$ cat src/rtl/check_sequence.sv
// rtl/check_sequence.sv - replays a stored move sequence against debounced player key presses
//
// Walks moves 0..level of a one-hot move memory. For each move it reads the
// memory, waits for a press, compares it with the stored move and then waits
// for all buttons to be released. It ends with a one-cycle pass or fail pulse.
//
// Optional feature macro: CHECK_TIMEOUT_EN
//   When defined, a move that sees no press for TIMEOUT_CYCLES cycles fails.
//   When undefined, no counter exists and the check waits indefinitely.
//
// Ports
//   clock     in   system clock, rising edge
//   reset     in   synchronous, active-low reset
//   start     in   begin a check; sampled only while idle
//   level     in   [2:0] index of last stored move; latched on accepted start
//   keys      in   [3:0] debounced buttons, active-high
//   addressR  out  [4:0] move-memory read address, always {2'b00, moveNum}
//   qR        in   [3:0] move-memory read data, valid one cycle after addressR
//   moveNum   out  [2:0] index of the move being checked
//   busy      out  high whenever a check is in progress
//   pass      out  one-cycle pulse: every move matched
//   fail      out  one-cycle pulse: wrong press or timeout
module check_sequence #(
  parameter logic [25:0] TIMEOUT_CYCLES = 26'd50_000_000
) (
  input  logic       clock,
  input  logic       reset,
  input  logic       start,
  input  logic [2:0] level,
  input  logic [3:0] keys,
  output logic [4:0] addressR,
  input  logic [3:0] qR,
  output logic [2:0] moveNum,
  output logic       busy,
  output logic       pass,
  output logic       fail
);

  typedef enum logic [2:0] {
    S_IDLE,
    S_ARM,
    S_READ,
    S_MEM,
    S_WAIT_PRESS,
    S_WAIT_RELEASE,
    S_PASS,
    S_FAIL
  } state_t;

  state_t     state;
  state_t     state_next;
  logic [2:0] level_q;
  logic [2:0] move_q;
  logic [3:0] expected;
  logic       keys_idle;
  logic       last_move;

  assign keys_idle = (keys == 4'b0000);
  assign last_move = (move_q == level_q);

`ifdef CHECK_TIMEOUT_EN
  logic [25:0] wait_count;
  logic        timed_out;

  // Counter value k is reached in the (k+1)th cycle of waiting, so the
  // last idle cycle is the one where it reads TIMEOUT_CYCLES-1.
  assign timed_out = (wait_count == TIMEOUT_CYCLES - 26'd1);
`endif

  always_comb begin
    state_next = state;
    case (state)
      S_IDLE: begin
        if (start) state_next = S_ARM;
      end
      S_ARM: begin
        // Buttons still held from before the start are never taken as a press.
        if (keys_idle) state_next = S_READ;
      end
      S_READ: begin
        state_next = S_MEM;
      end
      S_MEM: begin
        state_next = S_WAIT_PRESS;
      end
      S_WAIT_PRESS: begin
        // keys==0 is tested first so an empty (all-zero) memory word cannot
        // be matched by simply not pressing anything.
        if (keys_idle) begin
`ifdef CHECK_TIMEOUT_EN
          if (timed_out) state_next = S_FAIL;
`endif
        end else if (keys == expected) begin
          state_next = S_WAIT_RELEASE;
        end else begin
          state_next = S_FAIL;
        end
      end
      S_WAIT_RELEASE: begin
        if (keys_idle) state_next = last_move ? S_PASS : S_READ;
      end
      S_PASS: begin
        state_next = S_IDLE;
      end
      S_FAIL: begin
        state_next = S_IDLE;
      end
      default: begin
        state_next = S_IDLE;
      end
    endcase
  end

  always_ff @(posedge clock) begin
    if (!reset) begin
      state    <= S_IDLE;
      level_q  <= 3'd0;
      move_q   <= 3'd0;
      expected <= 4'b0000;
`ifdef CHECK_TIMEOUT_EN
      wait_count <= 26'd0;
`endif
    end else begin
      state <= state_next;
      if (state == S_IDLE && start) begin
        level_q <= level;
        move_q  <= 3'd0;
      end
      if (state == S_MEM) begin
        expected <= qR;
      end
      // Never increments past the latched level, so level 7 ends at 7.
      if (state == S_WAIT_RELEASE && keys_idle && !last_move) begin
        move_q <= move_q + 3'd1;
      end
`ifdef CHECK_TIMEOUT_EN
      if (state == S_MEM) begin
        wait_count <= 26'd0;
      end else if (state == S_WAIT_PRESS) begin
        wait_count <= wait_count + 26'd1;
      end
`endif
    end
  end

  assign addressR = {2'b00, move_q};
  assign moveNum  = move_q;
  assign busy     = (state != S_IDLE);
  assign pass     = (state == S_PASS);
  assign fail     = (state == S_FAIL);

endmodule

$ cat config.mk
export PLATFORM = sky130hd
export DESIGN_NAME = check_sequence
export DESIGN_NICKNAME = d
export VERILOG_FILES = /design/src/rtl/check_sequence.sv
export SDC_FILE = /design/constraint.sdc
export NUM_CORES = 1
export LEC_CHECK = 0
export BUFFER_PORTS_ARGS = -buffer_cell sky130_fd_sc_hd__buf_2
export CAP_MARGIN = 5
export CORE_MARGIN = 2
export CORE_UTILIZATION = 43
export DETAILED_ROUTE_END_ITERATION = 6
export PLACE_DENSITY = 0.71
export RECOVER_POWER = 50
export SLEW_MARGIN = 20
export SYNTH_ARGS = -nofsm -noshare
export SYNTH_HDL_FRONTEND = slang
export SYNTH_SLANG_ARGS = --single-unit
$ cat constraint.sdc
create_clock -name clock -period 1.3 [get_ports clock]
set_clock_uncertainty 0.05 [all_clocks]
set_input_delay 0.13 -clock clock [delete_from_list [all_inputs] [get_ports clock]]
set_output_delay 0.13 -clock clock [all_outputs]
set_load 0.05 [all_outputs]
* After elaboration in Yosys (flattened, before gate mapping)
Cells that the tools add are included.
Storage, ports and cells: input port bits 14, output and inout port bits 11, logic and storage cells 37, bits in registers 13
Cells by class: eq/ne operators 13, reduce and logical (&&, ||, !) cells 10, add/sub/neg operators 1, muxes and demuxes 9
Operators with widths (number):
- $mux 3 | 7
- $pmux 3 s7 | 1
- $eq 3x3->1 const B | 4
- $ne 2x2->1 const B | 4
- $eq 3x2->1 const B | 2
- $eq 4x4->1 | 1
- $logic_not 4->1 | 1
- $reduce_and 4->1 | 1
- $add 3x1->3 const B | 1
- $eq 3x1->1 const B | 1
- $eq 3x3->1 | 1
- $logic_and 1x1->1 | 3
- $logic_not 3->1 | 1
- $reduce_bool 3->1 | 1
- $mux 2 | 1
- $reduce_bool 2->1 | 1
- $reduce_or 2->1 | 1
- $logic_not 1->1 | 1

* Logic depth before layout (Yosys ltp)
depth after elaboration 4, mapped depth 5, gate-level depth less buffers 4

* Worst setup path before layout
No wires, ideal clock.
path kind flip-flop to flip-flop, start point reg move_q[0], in the netlist moveNum[0], end point reg move_q[0], in the netlist moveNum[0], buffers on the path 0, arrival time 1.512 ns, required time 1.178 ns, setup slack -0.333 ns, library setup time 0.072 ns, period minus slack after synthesis 1.633 ns, cell stages (with the launch flop) 5, path through dfxtp_1 > xor2_1 > o311ai_2 > nor3b_4 > mux2i_1
Between the ends: longest elaborated chain between the ends 4, elaborated cells between the ends (all ways) 6
RTL lines:
- from (decl) | RTL line 53 | logic [2:0] move_q;
- from (signal assigned) | RTL line 134 | move_q <= move_q + 3'd1;
- parallel branches: the longest is 4 deep, another holds $add 3x1->3
Several ways; the timed one is not identified. A chain may end at the register's enable or synchronous reset.

* Final worst setup path
start point reg state[1], end point out busy
Between the ends: longest elaborated chain between the ends 1
RTL lines:
- from (decl) | RTL line 50 | state_t state;
- from (signal assigned) | RTL line 124 | state <= state_next;
- $reduce_bool 3->1 | RTL line 148 | assign busy = (state != S_IDLE);
- to (decl) | RTL line 34 | output logic busy,
No other way between the ends.

==> results.sh <==
export IMPL_ys_warn_count=0
export IMPL_synthMuxAreaShare_pct=9.56
export IMPL_io_pins=25
export IMPL_die_h_um=45.3
export IMPL_multi_input_area_um2=480
export IMPL_synth_compound_area_share_pct=9.22
export IMPL_postSynthCellCount=79
export IMPL_max_cap_violations=0
export IMPL_grt_pass1_wl_mm=2.46
export IMPL_critPathMaxStageDelay_ps=380
export IMPL_root_buffer="clkbuf_4"
export IMPL_place_area_um2=907
export IMPL_synth_edff_count=0
export IMPL_clk_pin_slew_ps=80
export IMPL_stdcell_count=126
export IMPL_gp_congestion=0.791
export IMPL_critPathArrivalTime_ps=1160
export IMPL_worst_hold_slack_ps=56.6
export IMPL_path_common_cell="buf_6"
export IMPL_antenna_left=0
export IMPL_grt_usage_pct=17.0
export IMPL_synth_cell_types=27
export IMPL_viasPerCell=5.02
export IMPL_crit_path_cell_trace="nor3_4 -> buf_6 -> inv_2 -> buf_6"
export IMPL_synth_adder_area_share_pct=1.71
export IMPL_syn2layout_area_growth_pct=42.5
export IMPL_hold_viol_final=0
export IMPL_power_density_nw_per_um2=793
export IMPL_cts_hold_buffers=0
export IMPL_synth_xor_area_share_pct=9.56
export IMPL_slew_violations=0
export IMPL_dp_cells=119
export IMPL_worstSetupEndpointType="primary output"
export IMPL_fin_nets=126
export IMPL_leakage_nw=0.491
export IMPL_drtIter0Drc=8
export IMPL_crit_type="reg2out"
export IMPL_die_area_um2=2050
export IMPL_overflow=0
export IMPL_critPathSlowestCell="dfxtp_4"
export IMPL_synth_area_um2=733
export IMPL_cts_tree="yes"
export IMPL_fin_crit_ps=1340
export IMPL_synth_simple_area_share_pct=26.1
export IMPL_ctsLongestPathBuffers=2
export IMPL_wl_mm=1.56
export IMPL_ys_ff_latch=13
export IMPL_hold_path_class="in2reg"
export IMPL_vias=633
export IMPL_antenna_found_initial=0
export IMPL_rsz0062_at_grt="yes"
export IMPL_hpwlAfterDp_mm=1.10
export IMPL_post_drt_wl_per_cell_um=12.4
export IMPL_final_area_um2=1040
export IMPL_core_um2=1560
export IMPL_fill_cells=130
export IMPL_cts_htree_levels=1
export IMPL_clock_insertion_delay_worst_skew_ps=270
export IMPL_violations="setup timing"
export IMPL_layout_common_cells="buf_2 (19), buf_4 (12), nand2_1 (8)"
export IMPL_synth_ff_type="dfxtp_1"
export IMPL_avgSynthCellArea_um2=9.28
export IMPL_tns_ps=-122
export IMPL_drc_errors=0
export IMPL_path_max_fanout=7
export IMPL_period_share_pct=103
export IMPL_fin_util_pct=67.0
export IMPL_die_x_um=45.3
export IMPL_io_buffers=22
export IMPL_numCtsBuffers=3
export IMPL_initial_core_util_pct=47.0
export IMPL_setup_viol=4
export IMPL_ff_latch_area_um2=294
export IMPL_ir_drop_v=0.000694
export IMPL_drive_above_1_share_pct=55.5
export IMPL_antenna_cells=0
export IMPL_synthArstFlopShare_pct=0
export IMPL_rows=14
export IMPL_final_common_cell="buf_2"
export IMPL_grt_pass1_vias=556
export IMPL_fin_ws_ps=-43.9
export IMPL_status="finished with violations"
export IMPL_dr_pass1_iters=4
export IMPL_crit_buf_inv=3
export IMPL_fmax_ghz=0.744
export IMPL_crit_required_ps=1120
export IMPL_ys_seq_area_share_pct=35.5
export IMPL_synth_top_family_by_area="simple AND/OR/NAND/NOR gates"
export IMPL_cts_sinks=13
export IMPL_path_delay_family="flip-flops"
export IMPL_grt_max_degree=17
export IMPL_start_kind="flip-flop"
## worst register-to-register path, delay by kind of cell (launching register included)
kind | cells | cell delay [ps]
flip-flops | 1 | 370
XOR/XNOR | 1 | 190
AO/OA/AOI/OAI | 1 | 140
AND/OR/NAND/NOR | 1 | 290
multiplexers | 1 | 230
## metrics by stage
stage	setup WS (ps)	total power, mW
3_5_place_dp	-114	0.549
2_1_floorplan	-60.6	0.501
5_1_grt	-125	0.874
3_3_place_gp	-52.3	0.547
4_1_cts	-61.7	0.835
6_report	-43.9	0.828
## worst paths after layout
check / start / endpoint / depth (start not counted) / slack [ps]
setup reg to reg: moveNum[1] / moveNum[0] / 4 / -30
hold reg to reg: level_q[0] / level_q[0] / 2 / 430
setup / recovery: state[1] / busy / 4 / -40
hold / removal: level[2] / level_q[2] / 3 / 60
## per-layer routing
| metal | share of wire, % | wire [um] | vias up | track usage, % |
|---|---|---|---|---|
| met5 | 0 | 0 | - | 0 |
| met4 | 0.83 | 13 | 0 | 7.06 |
| met3 | 3.5 | 55 | 2 | 4.00 |
| met2 | 50 | 778 | 12 | 26.3 |
| met1 | 46 | 710 | 295 | 22.6 |
| li1 | - | - | 324 | - |
## logic make-up (layout without fill, tap and decap cells)
kind of cell	count (synthesis)	in the layout
compound gates	9	9
xor+xnor	8	8
fa+ha+maj	1	1
buf+inv	10	40
flops	13	13
mux	7	7
other cells	1	2
simple gates	30	30
## area by class of cell
cell class / instances / share of cell area [%]
clock buffers: 4 / 2.51
inverters: 1 / 0.359
multi-input cells: 57 / 46.0
flip-flops and latches: 13 / 28.1
well taps: 16 / 1.92
repair buffers: 35 / 21.1
## where the power goes
part | leakage [nW] | internal (mW) | switching (mW) | total [mW]
Clock | 0.0150 | 0.119 | 0.133 | 0.252
Sequential | 0.114 | 0.400 | 0.0147 | 0.415
Combinational | 0.362 | 0.0747 | 0.0870 | 0.162
Total | 0.491 | 0.593 | 0.235 | 0.828
## what timing repair did
action                                  CTS  global route
buffers inserted                          3             0
gates resized for setup                  17            11
endpoints found under the setup margin    6             9
pin swaps                                 6             6
## state kept, by name (all words and copies together) (netlist names)
register / cells
state: 3
level_q: 3
moveNum: 3
expected: 4
## Yosys cell counts, drive strengths merged, types with 2 or more instances
| library cell | count | area, um2 |
|---|---|---|
| nand3b | 2 | 15.0 |
| and3 | 2 | 12.5 |
| nand2 | 8 | 30.0 |
| xor2 | 8 | 70.1 |
| buf | 6 | 42.5 |
| dfxtp | 13 | 260 |
| nor4 | 2 | 27.5 |
| a21boi | 4 | 30.0 |
| mux2i | 7 | 70.1 |
| nor2b | 4 | 25.0 |
| a21oi | 2 | 10.0 |
| clkbuf | 3 | 11.3 |
| nand3 | 6 | 30.0 |
(Power assumes the default switching activity.)
